==> src/rtl/image_writer.sv <==
// Streams RGB pixels into a byte-addressed frame buffer in bottom-up row order.
// Each pixel is written as B, G, R; every row is zero-padded to a 4-byte multiple.
module image_writer #(
    parameter int WIDTH  = 3,
    parameter int HEIGHT = 2,
    parameter int HDR    = 54,
    parameter int AW     = 16
) (
    input  logic          clka,
    input  logic          reset,
    input  logic          start,
    input  logic [7:0]    Rin,
    input  logic [7:0]    Gin,
    input  logic [7:0]    Bin,
    input  logic          OKin,
    output logic          ready,
    output logic          mem_we,
    output logic [AW-1:0] mem_addr,
    output logic [7:0]    mem_wdata,
    output logic          busy,
    output logic          done,
    output logic          ovf
);

    localparam int ROW_RAW    = 3 * WIDTH;
    localparam int PAD_BYTES  = (4 - (ROW_RAW % 4)) % 4;
    localparam int ROW_BYTES  = ROW_RAW + PAD_BYTES;
    localparam int PAD_LAST_I = (PAD_BYTES > 0) ? PAD_BYTES - 1 : 0;

    localparam logic [AW-1:0] PTR0     = AW'(HDR + (HEIGHT - 1) * ROW_BYTES);
    localparam logic [AW-1:0] ROW_STEP = AW'(ROW_BYTES);
    localparam logic [AW-1:0] ONE      = AW'(1);
    localparam logic [9:0]    COL_LAST = 10'(WIDTH - 1);
    localparam logic [9:0]    ROW_LAST = 10'(HEIGHT - 1);
    localparam logic [1:0]    PAD_LAST = 2'(PAD_LAST_I);

    typedef enum logic [2:0] {
        S_IDLE     = 3'd0,
        S_WAIT_PIX = 3'd1,
        S_WR_B     = 3'd2,
        S_WR_G     = 3'd3,
        S_WR_R     = 3'd4,
        S_PAD      = 3'd5,
        S_DONE     = 3'd6
    } state_t;

    state_t        state;
    logic [9:0]    row;
    logic [9:0]    col;
    logic [1:0]    pad_cnt;
    logic [AW-1:0] ptr;
    logic [AW-1:0] row_base;
    logic [7:0]    r_lat;
    logic [7:0]    g_lat;
    logic [7:0]    b_lat;

    // Frame FSM; outputs are registered with the value the entered state decodes to.
    // ptr always holds the next byte address, and row_base the start of the current row.
    always_ff @(negedge clka or posedge reset) begin
        if (reset) begin
            state     <= S_IDLE;
            row       <= 10'd0;
            col       <= 10'd0;
            pad_cnt   <= 2'd0;
            ptr       <= '0;
            row_base  <= '0;
            r_lat     <= 8'd0;
            g_lat     <= 8'd0;
            b_lat     <= 8'd0;
            ready     <= 1'b0;
            mem_we    <= 1'b0;
            mem_addr  <= '0;
            mem_wdata <= 8'd0;
            busy      <= 1'b0;
            done      <= 1'b0;
            ovf       <= 1'b0;
        end else begin
            if (OKin && (state == S_WR_B || state == S_WR_G ||
                         state == S_WR_R || state == S_PAD))
                ovf <= 1'b1;
            case (state)
                S_IDLE: begin
                    done   <= 1'b0;
                    mem_we <= 1'b0;
                    if (start) begin
                        state    <= S_WAIT_PIX;
                        ready    <= 1'b1;
                        busy     <= 1'b1;
                        row      <= 10'd0;
                        col      <= 10'd0;
                        ptr      <= PTR0;
                        row_base <= PTR0;
                        ovf      <= 1'b0;
                    end else begin
                        ready <= 1'b0;
                        busy  <= 1'b0;
                    end
                end
                S_WAIT_PIX: begin
                    if (OKin) begin
                        r_lat     <= Rin;
                        g_lat     <= Gin;
                        b_lat     <= Bin;
                        state     <= S_WR_B;
                        ready     <= 1'b0;
                        mem_we    <= 1'b1;
                        mem_addr  <= ptr;
                        mem_wdata <= Bin;
                        ptr       <= ptr + ONE;
                    end else begin
                        ready  <= 1'b1;
                        mem_we <= 1'b0;
                    end
                end
                S_WR_B: begin
                    state     <= S_WR_G;
                    mem_we    <= 1'b1;
                    mem_addr  <= ptr;
                    mem_wdata <= g_lat;
                    ptr       <= ptr + ONE;
                end
                S_WR_G: begin
                    state     <= S_WR_R;
                    mem_we    <= 1'b1;
                    mem_addr  <= ptr;
                    mem_wdata <= r_lat;
                    ptr       <= ptr + ONE;
                end
                S_WR_R: begin
                    if (col != COL_LAST) begin
                        col    <= col + 10'd1;
                        state  <= S_WAIT_PIX;
                        ready  <= 1'b1;
                        mem_we <= 1'b0;
                    end else if (PAD_BYTES > 0) begin
                        state     <= S_PAD;
                        pad_cnt   <= 2'd0;
                        mem_we    <= 1'b1;
                        mem_addr  <= ptr;
                        mem_wdata <= 8'd0;
                        ptr       <= ptr + ONE;
                    end else if (row != ROW_LAST) begin
                        row      <= row + 10'd1;
                        col      <= 10'd0;
                        row_base <= row_base - ROW_STEP;
                        ptr      <= row_base - ROW_STEP;
                        state    <= S_WAIT_PIX;
                        ready    <= 1'b1;
                        mem_we   <= 1'b0;
                    end else begin
                        state  <= S_DONE;
                        done   <= 1'b1;
                        mem_we <= 1'b0;
                    end
                end
                S_PAD: begin
                    if (pad_cnt != PAD_LAST) begin
                        pad_cnt   <= pad_cnt + 2'd1;
                        mem_we    <= 1'b1;
                        mem_addr  <= ptr;
                        mem_wdata <= 8'd0;
                        ptr       <= ptr + ONE;
                    end else if (row != ROW_LAST) begin
                        row      <= row + 10'd1;
                        col      <= 10'd0;
                        row_base <= row_base - ROW_STEP;
                        ptr      <= row_base - ROW_STEP;
                        state    <= S_WAIT_PIX;
                        ready    <= 1'b1;
                        mem_we   <= 1'b0;
                    end else begin
                        state  <= S_DONE;
                        done   <= 1'b1;
                        mem_we <= 1'b0;
                    end
                end
                S_DONE: begin
                    state  <= S_IDLE;
                    done   <= 1'b0;
                    busy   <= 1'b0;
                    ready  <= 1'b0;
                    mem_we <= 1'b0;
                end
                default: begin
                    state  <= S_IDLE;
                    ready  <= 1'b0;
                    busy   <= 1'b0;
                    done   <= 1'b0;
                    mem_we <= 1'b0;
                end
            endcase
        end
    end

endmodule

==> config.mk <==
export PLATFORM = sky130hd
export DESIGN_NAME = image_writer
export DESIGN_NICKNAME = d
export VERILOG_FILES = /design/src/rtl/image_writer.sv
export SDC_FILE = /design/constraint.sdc
export NUM_CORES = 1
export LEC_CHECK = 0
export ABC_AREA = 1
export CORE_MARGIN = 2
export CORE_UTILIZATION = 61
export DETAILED_ROUTE_END_ITERATION = 7
export GPL_ROUTABILITY_DRIVEN = 0
export PLACE_DENSITY = 0.85
export SETUP_SLACK_MARGIN = 0.5
export SYNTH_ARGS = -nofsm -noshare
export SYNTH_HDL_FRONTEND = slang
export SYNTH_SLANG_ARGS = --single-unit
==> constraint.sdc <==
create_clock -name clka -period 5.6 [get_ports clka]
set_input_delay 1.12 -clock clka [delete_from_list [all_inputs] [get_ports clka]]
set_output_delay 1.12 -clock clka [all_outputs]
set_load 0.05 [all_outputs]
==> results of run 1 <==
final timing paths:
check / slack (ns) / startpoint / to / cells past startpoint
worst max register to register: 3.48 / state[2] / ptr[1] / 7
worst min-delay path: 0.42 / r_lat[0] / r_lat[0] / 2
worst min register to register: 0.42 / r_lat[0] / r_lat[0] / 2
worst max-delay path: 0.53 / mem_wdata[6] / mem_wdata[6] / 1
min in group asynchronous: 3.92 / reset / ovf / 3
max in group asynchronous: 1.30 / reset / ptr[2] / 3
layer usage:
layer,up-vias,wire length [um]
li1,2454,-
met1,2403,5300
met4,0,335
met2,167,6480
met5,-,0
met3,34,633
cells in the final DEF, fill, tap and decap left out, types with 3 or more instances in the layout:
| cell | instances |
|---|---|
| buf_4 | 8 |
| inv_2 | 3 |
| nand3b_1 | 3 |
| a21oi_1 | 5 |
| clkdlybuf4s18_2 | 4 |
| o21ai_2 | 6 |
| o21ai_0 | 26 |
| nor2_2 | 3 |
| o21ai_1 | 15 |
| buf_2 | 6 |
| inv_1 | 71 |
| nand2_1 | 299 |
| clkdlybuf4s50_1 | 27 |
| clkinvlp_4 | 3 |
| clkbuf_8 | 9 |
| nand3_4 | 4 |
| nand4_1 | 14 |
| ha_1 | 7 |
| nand3_1 | 72 |
| clkdlybuf4s15_2 | 19 |
| nor2_1 | 57 |
| or2_2 | 4 |
| dfrtn_1 | 101 |
| xor2_1 | 11 |
| nor2_4 | 4 |
sequential cells by signal (all words and copies together) (netlist names):
name and cells:
state 3, done 1, mem_wdata 8, mem_we 1, row 10, g_lat 8, col 10, ptr 16
r_lat 8, row_base 15, ovf 1, pad_cnt 2, busy 1, ready 1, mem_addr 16
power by group through the flow:
stage,Sequential (mW),Combinational [mW],Clock (mW)
floorplan,1.24,0.776,0
finish,1.06,1.31,0.475
global placement,1.06,1.25,0
CTS,1.06,1.28,0.485
global route,1.08,1.45,0.508
detailed placement,1.07,1.29,0
stage by stage:
| step | hold slack, ns | cell area, um^2 | power (mW) | utilization, % |
|---|---|---|---|---|
| 2_1_floorplan | 0.395 | 5460 | 2.01 | - |
| 3_3_place_gp | 0.409 | 6140 | 2.31 | 70.7 |
| 3_5_place_dp | 0.420 | 6140 | 2.36 | 70.7 |
| 4_1_cts | 0.422 | 6370 | 2.82 | 73.4 |
| 5_1_grt | 0.445 | 6360 | 3.04 | 73.3 |
| 6_report | 0.419 | 6360 | 2.84 | 73.3 |
cell type report:
cell class                 instances  area, um^2  share of cell area [%]
clock inverter                     7        75.1                    1.18
sequential                       101        2530                    39.7
timing repair buffer              66         654                    10.3
inverter                          76         292                    4.58
multi-input combinational        545        2560                    40.2
tap                              108         135                    2.12
clock buffer                       9         124                    1.95
what timing repair did:
item	4_1_cts	5_1_grt
cloned	0	1
endpoints found under the setup margin	29	25
setup buffers	0	0
pin swaps	0	1
gates resized for setup	89	18
kinds of logic after synthesis:
logic type,after synthesis
DFF,101
AOI/OAI and AO/OA,57
xor gates and xnor gates,11
and+or+nand+nor,469
buffers and inverters,94
adders and majority gates,7
==> results.txt, run 1 <==
Antenna-violating nets left -> 0
Iteration count of the initial detailed-routing pass -> 6
Combinational Power Share -> 46.0%
Number of buffers created by CTS -> 9
Fraction of registers with async set/reset -> 100%
Post-synth top area cell -> dfrtn_1
TritonCTS clock tree -> built
Synthesis Warnings -> 0
Main combinational cell family by area after synthesis -> simple AND/OR/NAND/NOR gates
Sw Pwr -> 1.32 mW
Multiplexer area fraction after synthesis -> 0%
Detailed Route WL -> 12700 um
DR vias -> 5058
#FFs+latches synth -> 101
Simple-Gate Fraction of Synth Area -> 37.0%
Synth Cell Area -> 0.00546 mm^2
Clk pwr share -> 16.7%
Clock Path Buffers -> 2
Post-route clock skew -> 0.00890 ns
Setup TNS -> 0 ns
Share of the synthesized area in the top cell type -> 46.3%
Diode count -> 0
PD cells -> 447 mW/mm^2
P&R area growth vs syn -> 16.6%
Critical path arrival -> 3.95 ns
Initial antenna violation count -> 0
Hold Crit Class -> reg2reg
Ports -> 57
Most used routing layer -> met2
CP Cell Sequence -> clkdlybuf4s15_2
Post-Synthesis Cells -> 739
Crit end category -> output pin
Outcome -> finished clean
Synth Area in Compound Gates -> 5.85%
Core area -> 0.00868 mm^2
Maximum vdd drop -> 0.000294 V
Placed insts -> 895
WP buf/inv -> 1
CTS hold repair buffers -> 0
Count leader, synth -> nand2_1
Buffers on Ports -> 56
Worst endpoint required time -> 4.48 ns
First-pass GRT wire length -> 22000 um
Placement Setup Slack -> 0.197 ns
Root Driver -> clkbuf_8
Sw Share -> 46.4%
Mean number of vias per cell -> 5.55
Total GRT Usage -> 27.5%
Slew @ Worst Pin -> 0.646 ns
Fin cells -> 912
Starting Density -> 62.9%
Yosys cell types -> 36
Slowest-stage cell, CP -> dfrtn_1
Grt total ovfl -> 0
Fin. Hold Viols -> 0
DRC viols -> 0
Most instantiated cells after synthesis -> nand2_1, dfrtn_1, inv_1, nand3_1, nor2_1
Leakage -> 3.22 nW
Critical path class -> reg2out
Max cap viols -> 0
Number of global-route vias before repair -> 4937
Count of final setup violators -> 0
Sequential fraction of the synthesis area -> 46.3%
Largest cells by area after synthesis -> dfrtn_1, nand2_1, nand3_1
Met2 GRT Util -> 48.1%
RSZ-0062 raised after global routing -> true
Die H -> 98.6 um
Sequential share of power -> 37.3%
Crit path setup slack, layout -> 0.527 ns
Largest net degree at the start of global routing -> 77
Top_reg_cell synth -> dfrtn_1
Final Max Tran Viols -> 0
Adder-Cell Fraction of Synth Area -> 1.61%
CP peak stage delay -> 0.43 ns
WL/cell -> 14.0 um
Met1 GRT Util -> 33.5%
Int Power -> 1.52 mW
Startpoint types -> register
Num rows -> 34
HPWL after DPL -> 9080 um
Normalized max-slew margin -> 56.8%
EDFF count, synth -> 0
Avg Cell Area, Syn -> 7.38 um^2
Initial DRC count -> 339
Die area -> 0.00972 mm^2
Nets -> 834
Sink Count -> 101
Clk Latency, worst-skew pair -> 0.35 ns
Die X -> 98.6 um
Clock transition at the registers of the reported paths -> 0.07 ns
Met3 usage -> 5.11%
Worst Path Max Fanout -> 2
XOR/XNOR Fraction of Synth Area -> 1.77%
Depth of the CTS H-tree -> 3
Cell family with most CP delay -> flip-flops
Proportion of layout cells with a drive suffix above 1 -> 10.9%
Syn nets -> 774
Fillcell total -> 678
Power figures use the tool's default switching activity.
==> run 2, diff against run 1 <==
--- a/config.mk
+++ b/config.mk
@@ -6,6 +6,7 @@
 export NUM_CORES = 1
 export LEC_CHECK = 0
 export ABC_AREA = 1
+export CORE_ASPECT_RATIO = 0.8
 export CORE_MARGIN = 2
 export CORE_UTILIZATION = 61
 export DETAILED_ROUTE_END_ITERATION = 7
==> results.txt, run 2 (synthesis gave the netlist of run 1 again) <==
Outcome -> finished clean
Area of the multi-input gates -> 0.00258 mm^2 (+0.98%)
Maximum vdd drop -> 0.000272 V (-7.5%)
CP Cell Sequence -> clkdlybuf4s18_2
Levels on crit path -> 1 (unchanged)
Storage cell area -> 0.00253 mm^2 (unchanged)
Crit end category -> output pin
Post-CTS Setup Inserts -> 0 (unchanged)
P&R area growth vs syn -> 15.4%
Sequential share of power -> 37.9% (+0.6 points)
Hold Crit Class -> reg2reg
Post-route clock skew -> 0.00764 ns (-0.00126 ns)
Die area -> 0.00972 mm^2 (about the same)
Normalized max-slew margin -> 58.4% (+1.7 points)
Number of global-route vias before repair -> 4791 (-3.0%)
Depth of the CTS H-tree -> 3 (unchanged)
Buffers on Ports -> 56 (unchanged)
Total GRT Usage -> 27.6% (+0.11 points)
WP buf/inv -> 1 (unchanged)
Combinational Power Share -> 46.7% (+0.7 points)
Largest regs -> mem_addr x16, ptr x16, row_base x15
Slew @ Worst Pin -> 0.620 ns (-0.0259 ns)
Reg-to-reg endpoint -> ptr[1]
Crit path setup slack, layout -> 0.524 ns (-0.00286 ns)
Commonest non-fill, non-tap cell in the layout -> nand2_1
Critical path class -> reg2out
Initial antenna violation count -> 0 (unchanged)
Root Driver -> clkbuf_8
Final Max Tran Viols -> 0 (unchanged)
Startpoint types -> register
Grt total ovfl -> 0 (unchanged)
Reg2reg start -> state[2]
Die H -> 88.6 um (-10%)
Setup TNS -> 0 ns (unchanged)
Sw Share -> 46.8% (+0.34 points)
Ports -> 57 (unchanged)
Slowest-stage cell, CP -> dfrtn_1
Placement Setup Slack -> 0.0570 ns (-0.140 ns)
Crit path from -> mem_addr[1]
Starting Density -> 63.5% (+0.60 points)
Int Power -> 1.49 mW (-2.2%)
Leakage -> 3.22 nW (about the same)
Fin. Hold Viols -> 0 (unchanged)
Die X -> 110 um (+11%)
Number of buffers created by CTS -> 9 (unchanged)
DRC viols -> 0 (unchanged)
Worst Path Max Fanout -> 2 (unchanged)
Max cap viols -> 0 (unchanged)
Num rows -> 30 (-12%)
Clk pwr share -> 15.4% (-1.3 points)
Worst endpoint required time -> 4.48 ns (about the same)
WL/cell -> 13.9 um (-0.48%)
Crit path to -> mem_addr[1]
Largest net degree at the start of global routing -> 102 (+32%)
Most frequent cells in the layout -> nand2_1, dfrtn_1, nand3_1
Sw Pwr -> 1.31 mW (-0.81%)
CP peak stage delay -> 0.42 ns (about the same)
TritonCTS clock tree -> built
Clock Path Buffers -> 2 (unchanged)
Clk Latency, worst-skew pair -> 0.36 ns (about the same)
Cell family with most CP delay -> flip-flops
PD cells -> 445 mW/mm^2 (-0.46%)
Worst Reg-to-Reg Cells -> 7 (unchanged)
Nets -> 833 (-0.12%)
Proportion of layout cells with a drive suffix above 1 -> 10.7% (-0.24 points)
Antenna-violating nets left -> 0 (unchanged)
DR vias -> 5098 (+0.79%)
Mean number of vias per cell -> 5.57 (+0.46%)
First-pass GRT wire length -> 21000 um (-4.9%)
Initial DRC count -> 391 (+15%)
Critical path arrival -> 3.96 ns (about the same)
Core area -> 0.00860 mm^2 (-0.95%)
Detailed Route WL -> 12700 um (-0.16%)
RSZ-0062 raised after global routing -> false
Iteration count of the initial detailed-routing pass -> 5 (-1)
Fillcell total -> 676 (-0.29%)
Reg-to-reg setup timing slack -> 3.45 ns (-0.03 ns)
Clock transition at the registers of the reported paths -> 0.06 ns (about the same)
Diode count -> 0 (unchanged)
Sink Count -> 101 (unchanged)
HPWL after DPL -> 8830 um (-2.7%)
Count of final setup violators -> 0 (unchanged)
## run 2: cell types whose count changed in the layout (fill, tap and decap cells not counted), sizes merged
cell,previous run,this run
clkdlybuf4s15,19,8
buf,16,23
clkbuf,9,15
clkdlybuf4s18,4,6
clkinv,3,1
clkinvlp,3,1
bufinv,1,0
inv,76,75
nand3,78,79
## run 2: timing repair
| item | in CTS | in global routing |
|---|---|---|
| gates resized for setup | 85 | 41 |
| gates cloned | 0 | 2 |
| endpoints found under the setup margin | 44 | 36 |
| pin swaps | 1 | 2 |
| hold buffers | 0 | 0 |
## run 2: layout make-up
cell class                      instances  share of cell area [%]
Clock inverter                          1                  0.0795
Tap cell                              112                    2.23
Multi-Input combinational cell        546                    41.0
Timing Repair Buffer                   64                    9.26
Inverter                               76                    4.63
Clock buffer                           15                    2.64
Sequential cell                       101                    40.2
## run 2: per-layer routing
metal | track usage, % | routed length (um) | vias to the layer above
met3 | 6.33 | 706 | 40
li1 | - | - | 2453
met2 | 46.3 | 6180 | 183
met1 | 34.5 | 5460 | 2422
met4 | 12.0 | 380 | 0
met5 | 0 | 0 | -
## run 2: metrics by stage
| stage | instances | util (%) | hold slack [ns] | total power [mW] | instance area [um^2] |
|---|---|---|---|---|---|
| 2_1_floorplan | 739 | - | 0.395 | 2.01 | 5460 |
| 4_1_cts | 913 | 73.8 | 0.414 | 2.78 | 6340 |
| 3_3_place_gp | 897 | 71.3 | 0.407 | 2.31 | 6130 |
| 3_5_place_dp | 897 | 71.3 | 0.410 | 2.36 | 6130 |
| 6_report | 915 | 73.2 | 0.411 | 2.80 | 6290 |
| 5_1_grt | 915 | 73.2 | 0.439 | 2.99 | 6290 |
## run 2: power by group through the flow
stage	clock network (mW)	logic, mW	registers [mW]
finish	0.431	1.31	1.06
global route	0.466	1.45	1.08
CTS	0.435	1.29	1.06
detailed placement	0	1.29	1.07
global placement	0	1.25	1.06
floorplan	0	0.776	1.24
## run 2: worst min path at each step
stage / start / to / cells past startpoint
finish: row_base[1] / row_base[1] / 2
global route: mem_addr[5] / mem_addr[5] / 2
CTS: row_base[1] / row_base[1] / 2
detailed placement: row_base[1] / row_base[1] / 2
global placement: row_base[1] / row_base[1] / 2
floorplan: row_base[1] / row_base[1] / 2
==> run 3, diff against run 2 <==
--- a/config.mk
+++ b/config.mk
@@ -11,6 +11,7 @@
 export CORE_UTILIZATION = 61
 export DETAILED_ROUTE_END_ITERATION = 7
 export GPL_ROUTABILITY_DRIVEN = 0
+export HOLD_SLACK_MARGIN = 0.03
 export PLACE_DENSITY = 0.85
 export SETUP_SLACK_MARGIN = 0.5
 export SYNTH_ARGS = -nofsm -noshare
==> results of run 3 <==
Final layout, timing and power as in run 2 (identical DEF).
